$ cat config.mk
export PLATFORM = sky130hd
export DESIGN_NAME = cru_prog
export DESIGN_NICKNAME = d
export VERILOG_FILES = /design/src/rtl/cru_prog.sv
export SDC_FILE = /design/constraint.sdc
export NUM_CORES = 1
export LEC_CHECK = 0
export CAP_MARGIN = 0
export CORE_MARGIN = 2
export CORE_UTILIZATION = 40
export DETAILED_ROUTE_END_ITERATION = 7
export GPL_ROUTABILITY_DRIVEN = 0
export PLACE_DENSITY = 0.6
export SETUP_SLACK_MARGIN = 0.4
export SLEW_MARGIN = 20
export SYNTH_ARGS = -nofsm -noshare
export SYNTH_HDL_FRONTEND = slang
export SYNTH_SLANG_ARGS = --single-unit
$ cat constraint.sdc
create_clock -name clk -period 3.7 [get_ports clk]
set_input_delay 0.555 -clock clk [delete_from_list [all_inputs] [get_ports clk]]
set_output_delay 0.555 -clock clk [all_outputs]
set_load 0.05 [all_outputs]
$ cat src/rtl/cru_prog.sv
// Clock and reset unit: synchronised, stretched reset plus a cascade of programmable
// clock-enable dividers with glitch-free run-time divisor updates and phase resync.
module cru_prog #(
    parameter int                         N_STAGES    = 3,
    parameter int                         CNT_W       = 8,
    parameter logic [N_STAGES*CNT_W-1:0]  DIV_INIT    = {8'd30, 8'd50, 8'd5},
    parameter int                         SYNC_STAGES = 2,
    parameter int                         RST_HOLD    = 16,
    parameter int                         SEL_W       = (N_STAGES > 1) ? $clog2(N_STAGES) : 1
) (
    input  logic                 clk,
    input  logic                 reset_n,
    output logic                 reset_out,
    output logic [N_STAGES-1:0]  en,
    input  logic                 cfg_valid,
    output logic                 cfg_ready,
    input  logic [SEL_W-1:0]     cfg_stage,
    input  logic [CNT_W-1:0]     cfg_div,
    input  logic                 resync,
    output logic [N_STAGES-1:0]  pending
);

    function automatic logic [CNT_W-1:0] clamp_div(input logic [CNT_W-1:0] d);
        return (d == '0) ? CNT_W'(1) : d;
    endfunction

    logic [SYNC_STAGES-1:0] sync_q;
    logic                   sync_done;
    logic                   rst_done;

    always_ff @(posedge clk or negedge reset_n) begin
        if (!reset_n) begin
            sync_q <= '0;
        end else begin
            sync_q <= {sync_q[SYNC_STAGES-2:0], 1'b1};
        end
    end

    assign sync_done = sync_q[SYNC_STAGES-1];

    // Stretch the synchronised release by RST_HOLD further edges; done is a flop so
    // reset_out is glitch-free.
    generate
        if (RST_HOLD == 0) begin : g_nohold
            assign rst_done = sync_done;
        end else begin : g_hold
            localparam int HW = $clog2(RST_HOLD + 1);
            logic [HW-1:0] hold_cnt;
            logic          done_q;

            always_ff @(posedge clk or negedge reset_n) begin
                if (!reset_n) begin
                    hold_cnt <= '0;
                    done_q   <= 1'b0;
                end else if (sync_done && !done_q) begin
                    hold_cnt <= hold_cnt + 1'b1;
                    if (hold_cnt == HW'(RST_HOLD - 1)) begin
                        done_q <= 1'b1;
                    end
                end
            end

            assign rst_done = done_q;
        end
    endgenerate

    assign reset_out = ~rst_done;

    logic [N_STAGES-1:0][CNT_W-1:0] cnt_q;
    logic [N_STAGES-1:0][CNT_W-1:0] div_q;
    logic [N_STAGES-1:0][CNT_W-1:0] shadow_q;
    logic [N_STAGES-1:0]            ein;
    logic [N_STAGES-1:0]            cfg_hit;
    logic                           sel_pend;

    // Enable cascade: each stage counts the wraps of the stage below it.
    always_comb begin
        logic carry;
        en    = '0;
        ein   = '0;
        carry = ~reset_out & ~resync;
        for (int k = 0; k < N_STAGES; k++) begin
            ein[k] = carry;
            en[k]  = carry & (cnt_q[k] == div_q[k] - 1'b1);
            carry  = en[k];
        end
    end

    // Out-of-range stage indices hit nothing, so they are accepted and dropped.
    always_comb begin
        cfg_hit  = '0;
        sel_pend = 1'b0;
        for (int k = 0; k < N_STAGES; k++) begin
            if (int'(cfg_stage) == k) begin
                cfg_hit[k] = 1'b1;
                sel_pend   = pending[k];
            end
        end
        cfg_ready = ~reset_out & ~sel_pend;
    end

    always_ff @(posedge clk or negedge reset_n) begin
        if (!reset_n) begin
            cnt_q    <= '0;
            div_q    <= DIV_INIT;
            shadow_q <= '0;
            pending  <= '0;
        end else if (reset_out) begin
            cnt_q   <= '0;
            pending <= '0;
        end else begin
            for (int k = 0; k < N_STAGES; k++) begin
                if (resync) begin
                    cnt_q[k] <= '0;
                    if (pending[k]) begin
                        div_q[k]   <= shadow_q[k];
                        pending[k] <= 1'b0;
                    end
                end else if (ein[k]) begin
                    if (en[k]) begin
                        cnt_q[k] <= '0;
                        // Swap only at the wrap so no period is truncated or stretched.
                        if (pending[k]) begin
                            div_q[k]   <= shadow_q[k];
                            pending[k] <= 1'b0;
                        end
                    end else begin
                        cnt_q[k] <= cnt_q[k] + 1'b1;
                    end
                end
                if (cfg_valid && cfg_ready && cfg_hit[k]) begin
                    shadow_q[k] <= clamp_div(cfg_div);
                    pending[k]  <= 1'b1;
                end
            end
        end
    end

endmodule
# == Word-level counts from Yosys, hierarchy flattened ==
# Index checks and enable logic that the tools add are counted.
# totals
output_inout_bits,8
elab_cells,109
register_bits,83
inputBits,14
# classes
addsub,7
bitwise,8
n_mux,42
n_reduce_logical,22
eq_ne,15
# ops
operator,count
two-way mux 8 bit,22
adder 8 x 1 -> 8 bit (second input constant),3
equality test 8 bit,3
two-way mux 24 bit,1
subtractor 8 x 1 -> 8 bit (second input constant),3
inequality test 4 x 3 -> 1 bit (second input constant),5
two-way mux 1 bit,18
AND reduction 2 bit,7
AND reduction 3 bit,3
logical NOT 8 bit,1
nonzero test 2 bit,4
inequality test 3 bit (second input constant),2
adder 5 x 1 -> 5 bit (second input constant),1
bitwise AND 1 bit,5
equality test 5 x 4 -> 1 bit (second input constant),1
logical AND 1 bit,5
equality test 2 bit (second input constant),2
inequality test 4 x 2 -> 1 bit (second input constant),1
two-way mux 3 bit,1
inequality test 3 x 2 -> 1 bit (second input constant),1
NOT 1 bit,3
logical NOT 2 bit,1
logical NOT 1 bit,1

# == Longest topological paths before layout ==
# Gate-level depths: netlist of run 1.
# logic_depth
depth_word,10
mapped_depth,10
depth_no_buf,9

# == Least setup slack after synthesis of run 1 ==
# OpenSTA, ideal clock, no wires.
# synth_path
path_type,register to output
startpoint,reg div_q[9] in the netlist's numbering
endpoint,out en[2]
required_ps,3145
path_stages_with_launch,9
t_arrival_ps,3257
path_slack_ps,-112
n_path_buf,1
cell_sequence,dfstp_2 -> inv_1 -> ha_1 -> xor2_1 -> o41a_1 -> a2111oi_4 -> o311ai_0 -> buf_2 -> nor3_1
# synth_via
elab_chain_len,4
# synth_lines
item,line,rtl
"start, declared",70,logic [N_STAGES-1:0][CNT_W-1:0] div_q;
"start signal, assigned by index",116,div_q[k] <= shadow_q[k];
"start signal, assigned by index",124,div_q[k] <= shadow_q[k];
subtractor 8 x 1 -> 8 bit,84,en[k] = carry & (cnt_q[k] == div_q[k] - 1'b1);
equality test 8 bit,84,
bitwise AND 1 bit (2 in series),84,
"end, declared",14,"output logic [N_STAGES-1:0] en,"
# No other way between the ends.

# == Worst setup path in the final report of run 1 ==
# layout_path
startpoint,reg div_q[0] in the netlist's numbering
endpoint,out en[2]
# layout_via
elab_chain_len,5
# layout_lines
item,line
subtractor 8 x 1 -> 8 bit,84
equality test 8 bit,84
bitwise AND 1 bit (3 in series),84
# No other way between the ends.

==> results of run 1 <==
[final cells by class]
cell class / count / share of cell area
Clock inverter: 4 / 0.00915
Sequential cell: 83 / 0.373
Tap cell: 143 / 0.0319
Clock buffer: 12 / 0.0422
Multi-Input combinational cell: 365 / 0.465
Inverter: 15 / 0.0100
Timing Repair Buffer: 40 / 0.0685
[through the flow]
step | hold slack [ns] | std cells | util | area (um^2)
6_report | 0.289 | 662 | 0.487 | 5610
2_1_floorplan | 0.259 | 484 | - | 4750
5_1_grt | 0.368 | 662 | 0.487 | 5610
4_1_cts | 0.331 | 656 | 0.479 | 5510
3_3_place_gp | 0.340 | 637 | 0.448 | 5160
3_5_place_dp | 0.347 | 637 | 0.448 | 5160
[final timing paths]
kind / to / slack (ns)
max reg2reg: cnt_q[19]$_DFFE_PN0P_ / 0.72
min reg2reg: sync_q[1]$_DFF_PN0_ / 0.36
min in group clk: sync_q[1]$_DFF_PN0_ / 0.36
min: cnt_q[8]$_DFFE_PN0P_ / 0.29
max: en[2] / 0.43
max in group asynchronous: div_q[13]$_DFFE_PN1P_ / 2.57
[layout by cell type (no fill, tap or decap), drive strengths merged, types with 4 or more instances in the layout]
| master | n |
|---|---|
| dfrtp | 74 |
| nand2 | 46 |
| mux2 | 32 |
| o21ai | 29 |
| buf | 23 |
| and3 | 22 |
| a21oi | 22 |
| nor2 | 19 |
| xnor2 | 17 |
| nor2b | 17 |
| clkdlybuf4s50 | 17 |
| xor2 | 16 |
| inv | 16 |
| nand3 | 15 |
| or3 | 15 |
| o211ai | 12 |
| clkbuf | 12 |
| o311ai | 10 |
| dfstp | 9 |
| a221oi | 8 |
| ha | 8 |
| nor3 | 7 |
| a211oi | 7 |
| nand2b | 6 |
| o22ai | 6 |
| nand3b | 4 |
| nand4 | 4 |
| or2 | 4 |
| or4 | 4 |
[repair_timing]
item	CTS	global route
setup buffers	3	6
gates resized for setup	8	12
endpoints found under the setup margin	3	3
pin swaps	4	5
[registers in the layout, summed over array words and instances (netlist names)]
register,cells
shadow_q,24
pending,3
g_hold.hold_cnt,5
sync_q,2
cnt_q,24
g_hold.done_q,1
div_q,24
[report_power, final]
part	leakage, nW	switching (mW)	internal [mW]
Sequential	1.06	0.147	1.07
Combinational	1.12	0.337	0.281
Clock	0.137	0.381	0.525
Total	2.32	0.866	1.87
[cell families after synthesis]
family                   Yosys count  synth area share
AO/OA/AOI/OAI                    112             0.163
XOR/XNOR                          33            0.0609
multiplexers                      33            0.0780
other                              1          0.000790
adder cells (fa/ha/maj)            8            0.0211
AND/OR/NAND/NOR                  178             0.205
buffers and inverters             36            0.0306
flip-flops                        83             0.440
[layer usage]
layer,track usage,wire [um]
met1,0.277,5560
met2,0.286,5310
met3,0.0311,485
met4,0.102,287
met5,0,0
==> flow_summary.ini, run 1 <==
[cells_and_area]
fillCellCount = 1077
drive_gt1_frac = 0.204
multi_input_area_um2 = 2610
area_delta_synth_final_pct = 18.1
diodes = 0
final_net_count = 536
regArea_um2 = 2090

[logic_synthesis]
yosysSeqAreaShare = 0.440
synth_edf_count = 0
synthArstFlopShare = 1.00
synth.most_common_cell = dfrtp_1
yosys-top-cells-area = dfrtp_1 39%, mux2_2 7.6%, dfstp_2 5.0%
synthesis.area_um2 = 4750
yosys_warnings = 0
synth_nets = 506
avgSynthCellArea_um2 = 9.81
synthFlopType = dfrtp_1
yosysUniqueCellTypes = 63
syn-instance-count = 484
synth_top_area_share = 0.390
ys_top_cells_by_count = 74 x dfrtp_1, 45 x nand2_1, 32 x mux2_2, 28 x o21ai_0
ys_seq_elements = 83
synth_top_cell_by_area = dfrtp_1

[clock_tree]
cts_tree = built
h-tree-depth = 3
cts_num_sinks = 83
root_buffer = clkbuf_16
path_clk_slew_ns = 0.06
clockBufferDepth = 2
hold_buffers = 0
cts_buffers = 9
clk_latency_ns = 0.35

[timing]
skew_ns = 0.00594
finalSetupTns_ns = 0
fin_crit_sh = 0.883
slew_headroom = 0.296
fmax_mhz = 306
setup_viol = 0
fin_ws_ns = 0.434
rsz0062_at_grt = yes
min_period_ns = 3.27
slew_violations = 0
hold_violations = 0
tightest_slew_ns = 1.04

[pwr]
ir_worst_vdd_mv = 0.290
leakagePower_nw = 2.32
power.density_nw_per_um2 = 489
power_mw = 2.74

[detailed_routing]
drt_wl_total_mm = 11.6
final_antenna_net_count = 0
drt_iter0_drc = 200
first_pass_iters = 6
drc = 1
vias_per_cell = 5.76
wl_per_cell_um = 17.6
num_vias = 3816

[worst_setup_path]
crit_type = reg2out
timing.critical_path.from = div_q[0]$_DFFE_PN1P_
critPathMaxStageDelay_ns = 0.44
reg2reg_from = div_q[9]$_DFFE_PN1P_
crit_chain = inv_2, ha_4, or3b_4, or4_4, a211oi_4, o211ai_4, nor3_4, buf_12
cp-end-kind = output port
critPathSlowestCell = or4_4
crit_required_ns = 3.14
path_depth = 8
crit_family = simple AND/OR/NAND/NOR gates
worst-path-buf-inv = 2
cp_data_arrival_time_ns = 2.71
crit_fanout = 6
reg2regPathDepth = 10
cp-start-kind = register

[grt]
gr-usage-all-layers = 0.194
antenna_found_initial = 0
grt_pass1_wl_mm = 19.4
grt_pass1_vias = 3751
grt_max_degree = 64
grt_overflow_total = 0

[die]
pin_count = 22
core_um2 = 11500
core.rowCount = 39
die_h_um = 113
die_w_um = 113
floorplan.initialDensity = 0.412
die_area_um2 = 12800

[placed_design]
pre_cts_ws_ns = 0.535
numPortBuffers = 21
place_hpwl_mm = 7.84

[run_status]
status = finished, violations left
failed_checks = design-rule violations

[flow_run]
maxCapViolCount = 0

[hold_path]
min_path_type = in2async
Note: power is estimated with default switching activity, not from simulation.
==> run 2: changes to the inputs <==
--- a/config.mk
+++ b/config.mk
@@ -9,8 +9,10 @@
 export CORE_MARGIN = 2
 export CORE_UTILIZATION = 40
 export DETAILED_ROUTE_END_ITERATION = 7
+export DONT_BUFFER_PORTS = 1
 export GPL_ROUTABILITY_DRIVEN = 0
-export PLACE_DENSITY = 0.6
+export MAX_ROUTING_LAYER = met4
+export PLACE_DENSITY = 0.57
 export SETUP_SLACK_MARGIN = 0.4
 export SLEW_MARGIN = 20
 export SYNTH_ARGS = -nofsm -noshare
==> run 2 against run 1 <==
The flow still finishes with violations (design-rule violations); register-to-register slack got worse by 0.08 ns; clock skew up 0.00099 ns; worst setup slack better by 0.022 ns; final area shrank 4.3%; count of clock-buffer cells in the layout unchanged; cell count fell by 3.3%; routed wire length fell by 1.4%; first-iteration DRC count rose by 36%; critical path depth did not move; combinational power shrank 14%; non-clock buffer count fell by 22; critical path type unchanged; highest routed layer unchanged.
==> flow_summary.ini, run 2 (synthesis results as in run 1) <==
[run_status]
status = finished, violations left
failed_checks = design-rule violations

[timing]
hold_violations = 0
slew_violations = 0
fin_ws_ns = 0.456
min_period_ns = 3.24
rsz0062_at_grt = yes
slew_headroom = 0.462
skew_ns = 0.00694
fin_crit_sh = 0.877
finalSetupTns_ns = 0
setup_viol = 0
tightest_slew_ns = 0.803
fmax_mhz = 308

[cells_and_area]
final_common_cell = dfrtp_1
top_regs = cnt_q (24), div_q (24), shadow_q (24)
final_cell_mix = 72 x dfrtp_1, 45 x nand2_1, 32 x mux2_2
finalInstanceArea_um2 = 5370
area_delta_synth_final_pct = 13.1
fillCellCount = 1100
final_net_count = 514
layoutNonFillerInstCount = 640
drive_gt1_frac = 0.191
diodes = 0
utilization = 0.466

[detailed_routing]
drc = 1
drt_iter0_drc = 271
first_pass_iters = 6
num_vias = 3681
drt_wl_total_mm = 11.5
final_antenna_net_count = 0
wl_per_cell_um = 17.9
vias_per_cell = 5.75

[worst_setup_path]
crit_fanout = 5
cp-end-kind = output port
cp-start-kind = register
crit_type = reg2out
crit_required_ns = 3.14
cp_data_arrival_time_ns = 2.69

[grt]
use_met2 = 0.288
grt_overflow_total = 0
use_met1 = 0.270
grt_pass1_wl_mm = 19.1
gr-usage-all-layers = 0.195
antenna_found_initial = 0
grtUsageMet3 = 0.0493
grt_busiest_layer = met2
grt_max_degree = 75
grt_pass1_vias = 3556

[die]
pin_count = 22
die_area_um2 = 12800
die_w_um = 113
core.rowCount = 39
core_um2 = 11500
floorplan.initialDensity = 0.412
die_h_um = 113

[hold_path]
min_path_type = in2async

[pwr]
leakagePower_nw = 2.22
power.density_nw_per_um2 = 506
ir_worst_vdd_mv = 0.278

[clock_tree]
clockBufferDepth = 2
path_clk_slew_ns = 0.06
clk_latency_ns = 0.34
cts_buffers = 9
h-tree-depth = 3
cts_tree = built
root_buffer = clkbuf_16
cts_num_sinks = 83

[placed_design]
place_hpwl_mm = 7.71
dpl_cell_area_um2 = 4930
pre_cts_ws_ns = 0.432
numPortBuffers = 0
dpl.cell_count = 618

[flow_run]
maxCapViolCount = 0
run 2: cell types whose count changed in the layout (fill, tap and decap cells not counted), moves of 2 or more:
cell,previous run,this run
inv_2,4,1
buf_12,3,0
clkdlybuf4s50_1,17,0
buf_4,19,15
inv_1,11,13
run 2: final timing paths:
| path | cells past startpoint | to | start | slack, ns |
|---|---|---|---|---|
| min in group clk | 0 | sync_q[1]$_DFF_PN0_ | sync_q[0]$_DFF_PN0_ | 0.35 |
| setup reg to reg | 9 | div_q[19]$_DFFE_PN1P_ | div_q[1]$_DFFE_PN0P_ | 0.64 |
| hold reg to reg | 0 | sync_q[1]$_DFF_PN0_ | sync_q[0]$_DFF_PN0_ | 0.35 |
| max in group asynchronous | 1 | cnt_q[2]$_DFF_PN0_ | reset_n | 3.27 |
| setup / recovery | 8 | en[2] | div_q[9]$_DFFE_PN1P_ | 0.46 |
| hold / removal | 0 | div_q[9]$_DFFE_PN1P_ | reset_n | 0.06 |
run 2: cell type report:
type,instances,area (um^2),share of cell area
Clock buffer,12,236,0.0441
Clock inverter,4,76.3,0.0142
Inverter,15,57.6,0.0107
Multi-Input combinational cell,365,2560,0.478
Sequential cell,83,2090,0.390
Tap cell,143,179,0.0333
Timing Repair Buffer,18,163,0.0303
run 2: critical path, stage by stage (launching register included):
cell	delay, ns
dfstp_2	0.56
inv_2	0.06
ha_4	0.17
xor2_1	0.15
o41a_1	0.36
a2111oi_4	0.43
o311ai_4	0.20
nor3_2	0.23
buf_6	0.19
run 2: through the flow:
stage / total power, mW / hold slack [ns]
final: 2.72 / 0.0583
after global placement: 1.72 / 0.262
after CTS: 2.73 / 0.0441
after global routing: 2.87 / 0.0370
after detailed placement: 1.73 / 0.261
after floorplan: 1.60 / 0.259
run 2: what timing repair did:
action / CTS / global route
hold buffers: 1 / 0
resized for setup: 3 / 9
buffers inserted: 1 / 4
endpoints found under the hold margin: 74 / 0
endpoints found under the setup margin: 3 / 22
pin swaps: 3 / 5
run 2: power breakdown:
| part | switching [mW] | internal [mW] | leakage (nW) |
|---|---|---|---|
| clock network | 0.359 | 0.593 | 0.147 |
| registers | 0.165 | 1.07 | 1.06 |
| logic | 0.295 | 0.237 | 1.01 |
| total | 0.819 | 1.90 | 2.22 |
run 2: layer usage:
layer	wire length, um	up-vias
met1	5560	1816
met2	5210	74
met3	562	9
met5	0	-
li1	-	1782
met4	144	0
==> run 3: changes to the inputs <==
--- a/config.mk
+++ b/config.mk
@@ -6,7 +6,7 @@
 export NUM_CORES = 1
 export LEC_CHECK = 0
 export CAP_MARGIN = 0
-export CORE_MARGIN = 2
+export CORE_MARGIN = 3
 export CORE_UTILIZATION = 40
 export DETAILED_ROUTE_END_ITERATION = 7
 export DONT_BUFFER_PORTS = 1
==> run 3 against run 2 <==
The flow now finishes without violations; clock skew down 0.0016 ns; fmax down 0.32%; sequential share of layout area decreased by 0.57 points; routed wire length increased by 0.96%; sequential cell count did not move; non-clock buffer count increased by 5; critical path type unchanged; critical endpoint unchanged.
==> flow_summary.ini, run 3 (synthesis results as in run 1) <==
[run_status]
status = finished clean

[worst_setup_path]
reg2regPathDepth = 10
crit_required_ns = 3.14
cp_data_arrival_time_ns = 2.70
crit_family = compound AO/OA/AOI/OAI gates
crit_type = reg2out
worst-path-buf-inv = 1
crit_fanout = 9
crit_chain = or3_4, o41a_1, a2111oi_4, o311ai_4, nor3_4, buf_6
path_depth = 6
cp-end-kind = output port
cp-start-kind = register
critPathMaxStageDelay_ns = 0.45
critPathSlowestCell = dfrtp_1

[grt]
grt_pass1_vias = 3763
gr-usage-all-layers = 0.195
grt_max_degree = 75
grt_overflow_total = 0
grt_pass1_wl_mm = 19.6
antenna_found_initial = 0

[cells_and_area]
drive_gt1_frac = 0.205
area_delta_synth_final_pct = 14.6
final_common_cell = dfrtp_1
top_regs = cnt_q (24), div_q (24), shadow_q (24)
layoutNonFillerInstCount = 645
final_cell_mix = 74 x dfrtp_1, 45 x nand2_1, 32 x mux2_2
fillCellCount = 1079
diodes = 0
final_net_count = 519
finalInstanceArea_um2 = 5440

[pwr]
leakagePower_nw = 2.30
power.density_nw_per_um2 = 508
ir_worst_vdd_mv = 0.357

[clock_tree]
cts_buffers = 9
clk_latency_ns = 0.35
cts_tree = built
clockBufferDepth = 2
h-tree-depth = 3
root_buffer = clkbuf_16
path_clk_slew_ns = 0.06
cts_num_sinks = 83

[die]
die_h_um = 115
core_um2 = 11500
pin_count = 22
core.rowCount = 39
floorplan.initialDensity = 0.412
die_w_um = 115
die_area_um2 = 13200

[hold_path]
min_path_type = in2async

[timing]
fin_crit_sh = 0.880
slew_violations = 0
rsz0062_at_grt = yes
fmax_mhz = 307
finalSetupTns_ns = 0
hold_violations = 0
min_period_ns = 3.25
skew_ns = 0.00531
setup_viol = 0
tightest_slew_ns = 0.799
slew_headroom = 0.466

[placed_design]
place_hpwl_mm = 7.79
numPortBuffers = 0
dpl_cell_area_um2 = 4940
dpl.cell_count = 619

[detailed_routing]
num_vias = 3763
vias_per_cell = 5.83
first_pass_iters = 5
wl_per_cell_um = 18.0
final_antenna_net_count = 0
drt_iter0_drc = 292
drt_wl_total_mm = 11.6
drc = 0

[flow_run]
maxCapViolCount = 0
## run 3: cell type report
class	count	area, um^2	share of cell area
inverter	15	61.3	0.0113
multi-input combinational	365	2570	0.473
timing repair buffer	23	201	0.0370
clock buffer	10	239	0.0439
tap	143	179	0.0329
sequential	83	2090	0.384
clock inverter	6	96.3	0.0177
## run 3: power breakdown
group | leakage, nW | switching [mW] | total [mW] | internal [mW]
clock network | 0.161 | 0.389 | 1.01 | 0.618
logic | 1.07 | 0.305 | 0.544 | 0.239
registers | 1.07 | 0.145 | 1.21 | 1.07
## run 3: path summary, 6_finish.rpt
path                                  startpoint                 endpoint  slack [ns]
min                                      reset_n    div_q[12]$_DFFE_PN1P_        0.05
max in group asynchronous                reset_n    div_q[21]$_DFFE_PN0P_        3.29
max                        div_q[10]$_DFFE_PN0P_                    en[2]        0.45
min reg2reg                  sync_q[0]$_DFF_PN0_      sync_q[1]$_DFF_PN0_        0.36
max reg2reg                 div_q[0]$_DFFE_PN1P_     div_q[7]$_DFFE_PN0P_        0.79
min in group clk                      cfg_div[1]  shadow_q[1]$_DFFE_PN0P_        0.35
## run 3: routing by layer
| layer | up-vias | GRT usage | wire, um |
|---|---|---|---|
| met4 | 0 | 0.0579 | 153 |
| met3 | 13 | 0.0537 | 649 |
| met5 | - | - | 0 |
| met2 | 96 | 0.291 | 5310 |
| li1 | 1793 | - | - |
| met1 | 1861 | 0.259 | 5470 |
## run 3: per-stage QoR
step	hold WS, ns	utilization	power (mW)	setup slack [ns]
finish	0.0482	0.472	2.76	0.445
floorplan	0.259	-	1.60	0.332
global placement	0.263	0.429	1.72	0.612
CTS	0.0328	0.466	2.79	0.406
detailed placement	0.262	0.429	1.74	0.481
global route	0.0296	0.472	2.91	0.315
## run 3: repair_timing
item | in CTS | in global routing
gates cloned | 1 | 0
resized for setup | 6 | 12
endpoints found under the setup margin | 2 | 15
endpoints found under the hold margin | 74 | 0
hold buffers | 1 | 0
buffers inserted | 4 | 4
pin swaps | 3 | 5
